--- src/rtl/mem_read_data_decoder.sv ---
// Load-data aligner: captures a load request, waits for the memory word (with timeout),
// then returns the selected byte/half/word lane, sign- or zero-extended, under a valid/ready handshake.
module mem_read_data_decoder #(
    parameter int TIMEOUT_CYCLES = 16
) (
    input  logic        clk,
    input  logic        rst,
    input  logic        memRead,
    input  logic [1:0]  offSet,
    input  logic [1:0]  dataSize,
    input  logic        signExt,
    output logic        reqReady,
    input  logic        memDataValid,
    input  logic [31:0] memData,
    output logic [31:0] outData,
    output logic        outValid,
    input  logic        outReady,
    output logic        misAlign,
    output logic        timeoutErr
);
    localparam logic [1:0] SZ_WORD = 2'd0;
    localparam logic [1:0] SZ_HALF = 2'd1;
    localparam logic [1:0] SZ_BYTE = 2'd2;
    localparam logic [7:0] CNT_LAST = 8'(TIMEOUT_CYCLES - 1);

    typedef enum logic [1:0] {
        IDLE = 2'd0,
        WAIT = 2'd1,
        RESP = 2'd2
    } state_t;

    state_t      state;
    logic [7:0]  cnt;
    logic [1:0]  off_q;
    logic [1:0]  size_q;
    logic        sext_q;

    function automatic logic illegal_access(input logic [1:0] sz, input logic [1:0] off);
        logic bad;
        bad = 1'b0;
        case (sz)
            SZ_WORD: bad = (off != 2'd0);
            SZ_HALF: bad = off[0];
            SZ_BYTE: bad = 1'b0;
            default: bad = 1'b1;
        endcase
        return bad;
    endfunction

    // Byte lanes are big-endian: offset 0 is the most significant byte of the word.
    function automatic logic [31:0] decode(input logic [31:0] d, input logic [1:0] off,
                                           input logic [1:0] sz, input logic se);
        logic [7:0]  b;
        logic [15:0] h;
        logic [31:0] r;
        case (off)
            2'd0:    b = d[31:24];
            2'd1:    b = d[23:16];
            2'd2:    b = d[15:8];
            default: b = d[7:0];
        endcase
        h = off[1] ? d[15:0] : d[31:16];
        case (sz)
            SZ_HALF: r = {{16{se & h[15]}}, h};
            SZ_BYTE: r = {{24{se & b[7]}}, b};
            default: r = d;
        endcase
        return r;
    endfunction

    assign reqReady = (state == IDLE);

    always_ff @(posedge clk or negedge rst) begin
        if (!rst) begin
            state      <= IDLE;
            cnt        <= 8'd0;
            off_q      <= 2'd0;
            size_q     <= 2'd0;
            sext_q     <= 1'b0;
            outData    <= 32'd0;
            outValid   <= 1'b0;
            misAlign   <= 1'b0;
            timeoutErr <= 1'b0;
        end else begin
            case (state)
                IDLE: begin
                    if (memRead) begin
                        off_q  <= offSet;
                        size_q <= dataSize;
                        sext_q <= signExt;
                        cnt    <= 8'd0;
                        if (illegal_access(dataSize, offSet)) begin
                            state      <= RESP;
                            outValid   <= 1'b1;
                            misAlign   <= 1'b1;
                            timeoutErr <= 1'b0;
                            outData    <= 32'd0;
                        end else begin
                            state <= WAIT;
                        end
                    end
                end
                WAIT: begin
                    // Data arriving on the timeout cycle takes priority over the timeout.
                    if (memDataValid) begin
                        state      <= RESP;
                        outValid   <= 1'b1;
                        misAlign   <= 1'b0;
                        timeoutErr <= 1'b0;
                        outData    <= decode(memData, off_q, size_q, sext_q);
                    end else if (cnt == CNT_LAST) begin
                        state      <= RESP;
                        outValid   <= 1'b1;
                        misAlign   <= 1'b0;
                        timeoutErr <= 1'b1;
                        outData    <= 32'd0;
                    end else begin
                        cnt <= cnt + 8'd1;
                    end
                end
                RESP: begin
                    if (outReady) begin
                        state      <= IDLE;
                        outValid   <= 1'b0;
                        misAlign   <= 1'b0;
                        timeoutErr <= 1'b0;
                    end
                end
                default: state <= IDLE;
            endcase
        end
    end
endmodule

--- config.mk ---
export PLATFORM = sky130hd
export DESIGN_NAME = mem_read_data_decoder
export DESIGN_NICKNAME = d
export VERILOG_FILES = /design/src/rtl/mem_read_data_decoder.sv
export SDC_FILE = /design/constraint.sdc
export NUM_CORES = 1
export LEC_CHECK = 0
export CORE_AREA = 2 2 83 85
export CTS_CLUSTER_SIZE = 24
export DETAILED_ROUTE_END_ITERATION = 10
export DIE_AREA = 0 0 85 87
export HOLD_SLACK_MARGIN = 0.02
export PLACE_DENSITY = 0.75
export SETUP_SLACK_MARGIN = 0.02
export SLEW_MARGIN = 20
export SYNTH_ARGS = -nofsm -noshare
export SYNTH_HDL_FRONTEND = slang
export SYNTH_SLANG_ARGS = --single-unit
--- constraint.sdc ---
create_clock -name clk -period 2.1 [get_ports clk]
set_input_delay 0.42 -clock clk [delete_from_list [all_inputs] [get_ports clk]]
set_output_delay 0.42 -clock clk [all_outputs]
set_load 0.005 [all_outputs]
==> results of run 1 <==
-- worst register-to-register path: stages (launching register included) --
cell	delay [ps]
dfrtp_1	390
or4_4	560
o21ai_4	180
and3_4	230
nor3b_4	220
mux2_1	340
-- cell type report --
cell class              instances  area, um2  area share (%)
flip-flops and latches         50       1250            32.2
clock buffers                   5       68.8            1.77
multi-input cells             189       1380            35.6
repair buffers                104       1020            26.3
clock inverters                 3       21.3           0.548
well taps                      80        100            2.58
inverters                      10       37.5           0.967
-- metal layers --
metal / GRT usage (%) / part of all wire [%] / up-vias
li1: - / - / 1135
met2: 35.5 / 51 / 74
met3: 4.27 / 5.7 / 4
met4: 4.18 / 0.46 / 0
met1: 25.2 / 43 / 1138
met5: 0 / 0 / -
-- stage by stage --
step | power [mW] | setup TNS (ps) | instances | worst slack [ps]
floorplan | 2.95 | 0 | 262 | 48.6
global placement | 4.06 | -362 | 432 | -53.7
detailed placement | 4.11 | -795 | 432 | -57.9
CTS | 4.72 | 0 | 441 | 13.5
global route | 5.05 | -49.5 | 441 | -27.2
finish | 4.69 | 0 | 441 | 72.1
-- synthesized netlist by cell type, types with 2 or more instances --
cell type	number	share of area [%]
a22oi_1	7	1.9
a22o_1	18	5.8
nand3_1	5	0.93
o21ai_0	13	2.4
buf_1	4	0.56
dfrtp_1	50	46
o2bb2ai_1	17	5.5
and3_1	2	0.46
nand2b_1	3	0.69
a21oi_1	17	3.1
inv_1	10	1.4
nand2_1	22	3.1
clkbuf_1	7	0.97
nor2_1	6	0.83
ha_1	7	3.2
xnor2_1	3	0.97
nor2b_1	27	6.2
buf_2	2	0.37
a21boi_0	3	0.83
mux2i_1	4	1.5
mux2_2	15	6.2
-- cell families after synthesis --
family | share of synthesized area (%)
flops | 46.3
mux | 8.14
simple gates | 15.5
fa+ha+maj | 3.24
compound gates | 22.3
xor+xnor | 1.30
buf+inv | 3.29
-- registers in the layout, summed over array words and instances, names as in the netlist --
register / cells
outValid: 1
timeoutErr: 1
off_q: 2
sext_q: 1
misAlign: 1
state: 2
outData: 32
cnt: 8
size_q: 2
-- worst paths after layout --
| check | startpoint | endpoint | slack, ps | cells after the start |
|---|---|---|---|---|
| max in group asynchronous | rst | size_q[1]$_DFFE_PN0P_ | 1470 | 2 |
| worst min register to register | outData[22]$_DFFE_PN0P_ | outData[22]$_DFFE_PN0P_ | 500 | 1 |
| min in group clk | outData[22]$_DFFE_PN0P_ | outData[22]$_DFFE_PN0P_ | 500 | 1 |
| worst max register to register | cnt[4]$_DFFE_PN0P_ | timeoutErr$_DFFE_PN0P_ | 70 | 5 |
| worst min-delay path | rst | outData[8]$_DFFE_PN0P_ | 80 | 1 |
| worst max-delay path | cnt[4]$_DFFE_PN0P_ | timeoutErr$_DFFE_PN0P_ | 70 | 5 |
-- cell usage in the layout (no fill, tap or decap), types with 2 or more instances in the layout --
cell type        count
a21oi_1             17
buf_12               4
inv_2                2
and3_1               2
a22o_1              18
xnor2_1              3
ha_1                 6
a21boi_0             3
nand2_1             22
mux2i_1              4
o2bb2ai_1           17
nor2_1               6
nand2b_1             3
buf_4               23
o21ai_0             13
nand3_1              5
nor2b_1             27
dfrtp_1             50
clkbuf_8             5
clkdlybuf4s50_1     75
inv_1                8
mux2_2              15
a22oi_1              7
-- where the power goes --
| group | switching (mW) | total (mW) | internal, mW | leakage [nW] |
|---|---|---|---|---|
| combinational | 1.24 | 2.69 | 1.45 | 0.989 |
| sequential | 0.211 | 1.43 | 1.22 | 0.675 |
| clock | 0.336 | 0.571 | 0.235 | 0.0441 |
-- timing repair --
item / CTS / global route
resized for setup: 3 / 2
endpoints found under the setup margin: 2 / 5
pin swaps: 1 / 1
setup buffers: 1 / 0
==> impl_metrics.toml, run 1 <==
[floorplanning]
fp.dieH_um = 87
rows = 30
initial_core_util_pct = 41.2
io-pin-count = 78
die_area_um2 = 7400
die_x_um = 85
core_area_um2 = 6570

[worst_setup_path]
end_kind = "register"
crit_arrival_ps = 2220
cp_slowest_cell = "or4_4"
critPathBufInv = 0
path_cells = "or4_4 > o21ai_4 > and3_4 > nor3b_4 > mux2_1"
cp_max_fo = 5
path_class = "register to register"
cp_top_family = "simple AND/OR/NAND/NOR gates"
startpoint_type = "register"
crit_path_max_incr_delay_ps = 560
cp_data_required_time_ps = 2290

[detailed_routing]
drt-pass1-iter-count = 4
drt_iter0_drc = 123
drc = 0
via_per_inst = 5.33
ant_nets = 0
num_vias = 2351
routed_wl_um = 7130
wl_per_cell_um = 16.2

[placed_design]
gp_congestion = 0.812
portBuffers = 77
dpl_cell_area_um2 = 3770
dp_hpwl_um = 5360

[flow_run]
cap_violations = 0

[yosys]
synth-edff-count = 0
synth_top_flop_cell = "dfrtp_1"
synth-warning-count = 0
synth_area_um2 = 2700
synthArstFlopShare_pct = 100
seq_area_frac_synth_pct = 46.3
syn_inst = 262
ys_ff_latch = 50
yosysUniqueCellTypes = 41
syn_area_per_cell_um2 = 10.3
synth_nets = 311

[global_routing]
grt_overflow_total = 0
grt_pass1_wl_um = 11600
antenna_found_initial = 0
grt_pass1_vias = 2410
grt_max_degree = 33
grtUsageTotal_pct = 20.0

[sta]
period_needed_ps = 2030
fin_crit_sh_pct = 96.6
tightestPinTransition_ps = 552
slew_viol_final = 0
hold_ws_ps = 84.6
setup_viol = 0
max_freq_mhz = 493
maxSlewHeadroom_pct = 63.2
hold_viol = 0
rsz0062_at_grt = "yes"
fin_skew_ps = 9.84

[cts]
clk_latency_ps = 310
numClockSinks = 50
clockRootBuffer = "clkbuf_8"
clk_transition_reported_paths_ps = 100
holdBufCountCts = 0
clockBufferDepth = 2
cts_buffers = 5
cts_tree = "built"
h-tree-depth = 2

[power]
powerDensity_nw_per_um2 = 1210
peakVddDrop_v = 0.000681
power_leakage_nw = 1.71

[cells_and_area]
filler_cell_count = 577
n_antenna_cell = 0
area_growth_pct = 43.5
final_util_pct = 59.1
finalInstanceArea_um2 = 3880
nets = 409
drive_above_1_share_pct = 17.2

[min_path]
hp-class = "input port to async pin"

[run_status]
outcome = "finished, final reports clean"
Power figures use the tool's default switching activity.
==> run 2: changes to the inputs <==
Settings changed: CTS_CLUSTER_DIAMETER from default to 40.
Clock period 2.1 ns to 1.6 ns, I/O delays scaled along.
==> run 2 against run 1 <==
Compared with the run above:
- the flow now finishes with violations (negative setup slack)
- utilization increased by 13 points
- cell count increased by 10%
- setup slack worse by 420 ps
- hold slack improved by 420 ps
- critical path depth is 1 higher
- maximum frequency rose by 4.0%
- clock power up 35%
- critical path type unchanged
- critical endpoint is now misAlign$_DFFE_PN0P_
==> impl_metrics.toml, run 2 (synthesis results as in run 1) <==
[global_routing]
grt_max_degree = 51
grtUsageTotal_pct = 22.0
grt_overflow_total = 0
antenna_found_initial = 0
grt_pass1_wl_um = 13000
grt_pass1_vias = 2698

[sta]
tightestPinTransition_ps = 555
max_freq_mhz = 513
maxSlewHeadroom_pct = 62.9
rsz0062_at_grt = "yes"
setup_viol = 46
fin_ws_ps = -351
fin_skew_ps = 6.67
fin_crit_sh_pct = 122
hold_viol = 0
slew_viol_final = 0
tns_ps = -12340
period_needed_ps = 1950

[cells_and_area]
n_antenna_cell = 0
final_cells = 485
reg.largest.list = "outData (32), cnt (8)"
nets = 453
top_register = "outData"
seq_area_um2 = 1250
final_util_pct = 71.9
multi_input_area_um2 = 1800
final_cell_mix = "clkdlybuf4s50_1, buf_4, dfrtp_1, nor2b_1, nand2_1"
mostFrequentLayoutCell = "clkdlybuf4s50_1"
area_growth_pct = 74.6
filler_cell_count = 412
drive_above_1_share_pct = 34.8
largest_reg_flops = 32

[detailed_routing]
routed_wl_um = 8670
drc = 0
drt-pass1-iter-count = 6
num_vias = 2629
via_per_inst = 5.42
wl_per_cell_um = 17.9
drt_iter0_drc = 109
ant_nets = 0

[placed_design]
gp_congestion = 0.882
dp.cells = 462
portBuffers = 77
dp_hpwl_um = 5810

[flow_run]
cap_violations = 0

[power]
power_leakage_nw = 2.26
peakVddDrop_v = 0.000971
powerDensity_nw_per_um2 = 1610

[run_status]
outcome = "finished with violations"
failed_checks = "negative setup slack"

[worst_setup_path]
cp_slowest_cell = "or4_4"
crit_path_max_incr_delay_ps = 570
path_class = "register to register"
startpoint_type = "register"
cp_top_family = "simple AND/OR/NAND/NOR gates"
crit_arrival_ps = 2180
path_cells = "or4_4 > o21ai_4 > and3_4 > nor3b_4 > buf_4 > mux2i_1"
end_kind = "register"
critPathBufInv = 1
cp_max_fo = 3
cp_data_required_time_ps = 1830

[cts]
cts_tree = "built"
clk_transition_reported_paths_ps = 90
clk_latency_ps = 300
numClockSinks = 50
clockRootBuffer = "clkbuf_8"
h-tree-depth = 2
cts_buffers = 5
clockBufferDepth = 2

[floorplanning]
io-pin-count = 78
die_x_um = 85
initial_core_util_pct = 41.2
die_area_um2 = 7400
rows = 30
fp.dieH_um = 87
core_area_um2 = 6570

[min_path]
hp-class = "register to register"
==> run 2: cell types whose count changed in the layout (fill, tap and decap cells not counted), sizes merged <==
cell | before | now
clkinv | 2 | 1
clkbuf | 5 | 8
clkinvlp | 1 | 0
clkdlybuf4s50 | 75 | 64
dlymetal6s2s | 1 | 11
buf | 28 | 71
dlygate4sd3 | 0 | 1
==> run 2: path summary, 6_finish.rpt <==
kind | endpoint | slack (ps) | cells past startpoint | start
max in group asynchronous | off_q[0]$_DFFE_PN0P_ | 840 | 3 | rst
min reg2reg | outData[15]$_DFFE_PN0P_ | 510 | 1 | outData[15]$_DFFE_PN0P_
min in group asynchronous | outData[30]$_DFFE_PN0P_ | 530 | 3 | rst
max | misAlign$_DFFE_PN0P_ | -350 | 6 | cnt[6]$_DFFE_PN0P_
max reg2reg | misAlign$_DFFE_PN0P_ | -350 | 6 | cnt[6]$_DFFE_PN0P_
min | outData[15]$_DFFE_PN0P_ | 510 | 1 | outData[15]$_DFFE_PN0P_
==> run 2: layout make-up <==
type                            instances  share of cell area, %
Clock buffer                            7                   1.83
Clock inverter                          1                  0.106
Inverter                               10                  0.795
Multi-Input combinational cell        189                   38.2
Sequential cell                        50                   26.5
Tap cell                               80                   2.12
Timing Repair Buffer                  148                   30.5
==> run 2: metal layers <==
layer | track usage [%] | up-vias | share of wire, %
met3 | 4.64 | 18 | 3.9
met5 | 0 | - | 0
met1 | 27.8 | 1311 | 43
li1 | - | 1229 | -
met4 | 6.06 | 0 | 2.2
met2 | 38.3 | 71 | 51
==> run 2: stage by stage <==
stage                     setup WS (ps)  power [mW]  hold slack [ps]  cell area, um2
after floorplan                    -423        4.16             24.4            2860
after global placement             -450        5.84              326            4110
after detailed placement           -505        5.96              327            4110
after CTS                          -343        7.13              503            4400
after global routing               -403        8.07              523            4720
final                              -351        7.58              509            4720
==> run 2: power breakdown <==
group	switching [mW]	leakage, nW	total, mW	internal (mW)
sequential	0.286	0.675	1.89	1.60
combinational	2.27	1.54	4.93	2.65
clock	0.418	0.0482	0.768	0.350
total	2.98	2.26	7.58	4.60
==> run 2: worst register-to-register path: stages (launching register included) <==
cell and delay (ps):
dfrtp_1 390, or4_4 570, o21ai_4 160, and3_4 200, nor3b_4 210, buf_4 160, mux2i_1 190
==> run 2: what timing repair did <==
| action | 4_1_cts | 5_1_grt |
|---|---|---|
| gates cloned | 2 | 1 |
| endpoints found under the setup margin | 46 | 47 |
| resized for setup | 22 | 46 |
| buffers inserted | 8 | 6 |
| hold endpoints to repair | 50 | 0 |
| pin swaps | 7 | 8 |
| hold buffers | 1 | 0 |
==> run 3: changes to the inputs <==
Settings changed: MAX_ROUTING_LAYER from default to met4.
==> run 3 against run 2 <==
Compared with the run above:
- the flow still finishes with violations (negative setup slack)
- die area stayed put
- first-iteration DRC count is 13% lower
- combinational power is 7.7% lower
- hold slack worse by 3.4 ps
- via count is 3.9% lower
- cell count is 0.62% lower
- critical endpoint is now timeoutErr$_DFFE_PN0P_
- largest cell class unchanged
==> impl_metrics.toml, run 3 (synthesis results as in run 1) <==
[detailed_routing]
num_vias = 2526
drc = 0
drt_iter0_drc = 95
drt-pass1-iter-count = 4
routed_wl_um = 8030
ant_nets = 0
via_per_inst = 5.24
wl_per_cell_um = 16.7

[sta]
fin_skew_ps = 5.30
fin_crit_sh_pct = 123
hold_viol = 0
setup_viol = 46
tightestPinTransition_ps = 610
rsz0062_at_grt = "yes"
period_needed_ps = 1970
max_freq_mhz = 507
fin_ws_ps = -373
slew_viol_final = 0
maxSlewHeadroom_pct = 59.2

[flow_run]
cap_violations = 0

[power]
power_leakage_nw = 1.98
finalPower_mw = 7.19
powerDensity_nw_per_um2 = 1630
peakVddDrop_v = 0.000892

[floorplanning]
fp.dieH_um = 87
core_area_um2 = 6570
die_area_um2 = 7400
die_x_um = 85
io-pin-count = 78
rows = 30
initial_core_util_pct = 41.2

[cts]
numClockSinks = 50
clockBufferDepth = 2
cts_buffers = 5
clk_latency_ps = 310
clk_transition_reported_paths_ps = 90
h-tree-depth = 2
cts_tree = "built"
clockRootBuffer = "clkbuf_8"

[min_path]
hold_depth = 1
whs_endpoint = "outData[31]$_DFFE_PN0P_"
worstHoldStart = "outData[31]$_DFFE_PN0P_"
hp-class = "register to register"

[cells_and_area]
top_register = "outData"
n_antenna_cell = 0
reg.largest.list = "outData (32), cnt (8)"
finalInstanceArea_um2 = 4410
nets = 450
largest_reg_flops = 32
final_cell_mix = "clkdlybuf4s50_1, buf_4, dfrtp_1, nor2b_1, nand2_1"
mostFrequentLayoutCell = "clkdlybuf4s50_1"
drive_above_1_share_pct = 30.8
area_growth_pct = 63.3

[worst_setup_path]
path_class = "register to register"
cp_top_family = "simple AND/OR/NAND/NOR gates"
critPathBufInv = 0
cp_slowest_cell = "or4_4"
reg2reg_depth = 5
reg2reg_slack_ps = -370
r2r_start = "cnt[4]$_DFFE_PN0P_"
crit_path_max_incr_delay_ps = 560
crit_arrival_ps = 2170
startpoint_type = "register"
cp_data_required_time_ps = 1800
path_cells = "or4_4 > o21ai_4 > and3_4 > nor3b_4 > mux2_4"
r2r_end = "timeoutErr$_DFFE_PN0P_"
cp_max_fo = 3
end_kind = "register"

[global_routing]
antenna_found_initial = 0
grt_pass1_wl_um = 12700
grtUsageTotal_pct = 22.5
grt_max_degree = 51
grt_overflow_total = 0
grt_pass1_vias = 2612

[placed_design]
portBuffers = 77
dp_hpwl_um = 5860
gp_congestion = 0.891
dpl_cell_area_um2 = 4100

[run_status]
failed_checks = "negative setup slack"
outcome = "finished with violations"
## run 3: report_power, final
group | switching [mW] | internal (mW)
logic | 2.02 | 2.53
registers | 0.264 | 1.60
clock network | 0.428 | 0.350
## run 3: worst max path at each step
stage / startpoint / end / slack [ps] / cells after the start
after floorplan: cnt[5]$_DFFE_PN0P_ / timeoutErr$_DFFE_PN0P_ / -420 / 5
after global placement: memData[23] / outData[15]$_DFFE_PN0P_ / -450 / 7
after detailed placement: memData[23] / outData[11]$_DFFE_PN0P_ / -480 / 7
after CTS: cnt[4]$_DFFE_PN0P_ / timeoutErr$_DFFE_PN0P_ / -360 / 5
after global routing: cnt[4]$_DFFE_PN0P_ / timeoutErr$_DFFE_PN0P_ / -440 / 5
final: cnt[4]$_DFFE_PN0P_ / timeoutErr$_DFFE_PN0P_ / -370 / 5
## run 3: cell type report
type | instances | area, um2
Tap cell | 80 | 100
Multi-Input combinational cell | 189 | 1550
Fill cell | 479 | 2150
Clock inverter | 1 | 5.00
Clock buffer | 7 | 86.3
Timing Repair Buffer | 145 | 1390
Inverter | 10 | 37.5
Sequential cell | 50 | 1250
## run 3: routing by layer
layer	vias up	routed length [um]	GRT usage, %
met2	70	4090	37.5
met1	1218	3470	28.1
li1	1223	-	-
met5	-	0	-
met4	0	206	8.08
met3	15	273	3.41
## run 3: metrics by stage
| stage | utilization [%] | setup slack, ps | std cells | hold slack [ps] | setup TNS [ps] |
|---|---|---|---|---|---|
| 2_1_floorplan | - | -423 | 262 | 24.4 | -6250 |
| 3_3_place_gp | 62.4 | -450 | 461 | 327 | -15550 |
| 3_5_place_dp | 62.4 | -482 | 461 | 330 | -15860 |
| 4_1_cts | 65.8 | -363 | 477 | 505 | -11040 |
| 5_1_grt | 67.2 | -436 | 482 | 524 | -14950 |
| 6_report | 67.2 | -373 | 482 | 505 | -11530 |
## run 3: what timing repair did
action | in CTS | in global routing
endpoints found under the hold margin | 50 | 0
endpoints found under the setup margin | 46 | 48
gates resized for setup | 19 | 9
pin swaps | 5 | 0
setup buffers | 7 | 7
hold buffers | 1 | 0
cloned | 1 | 1
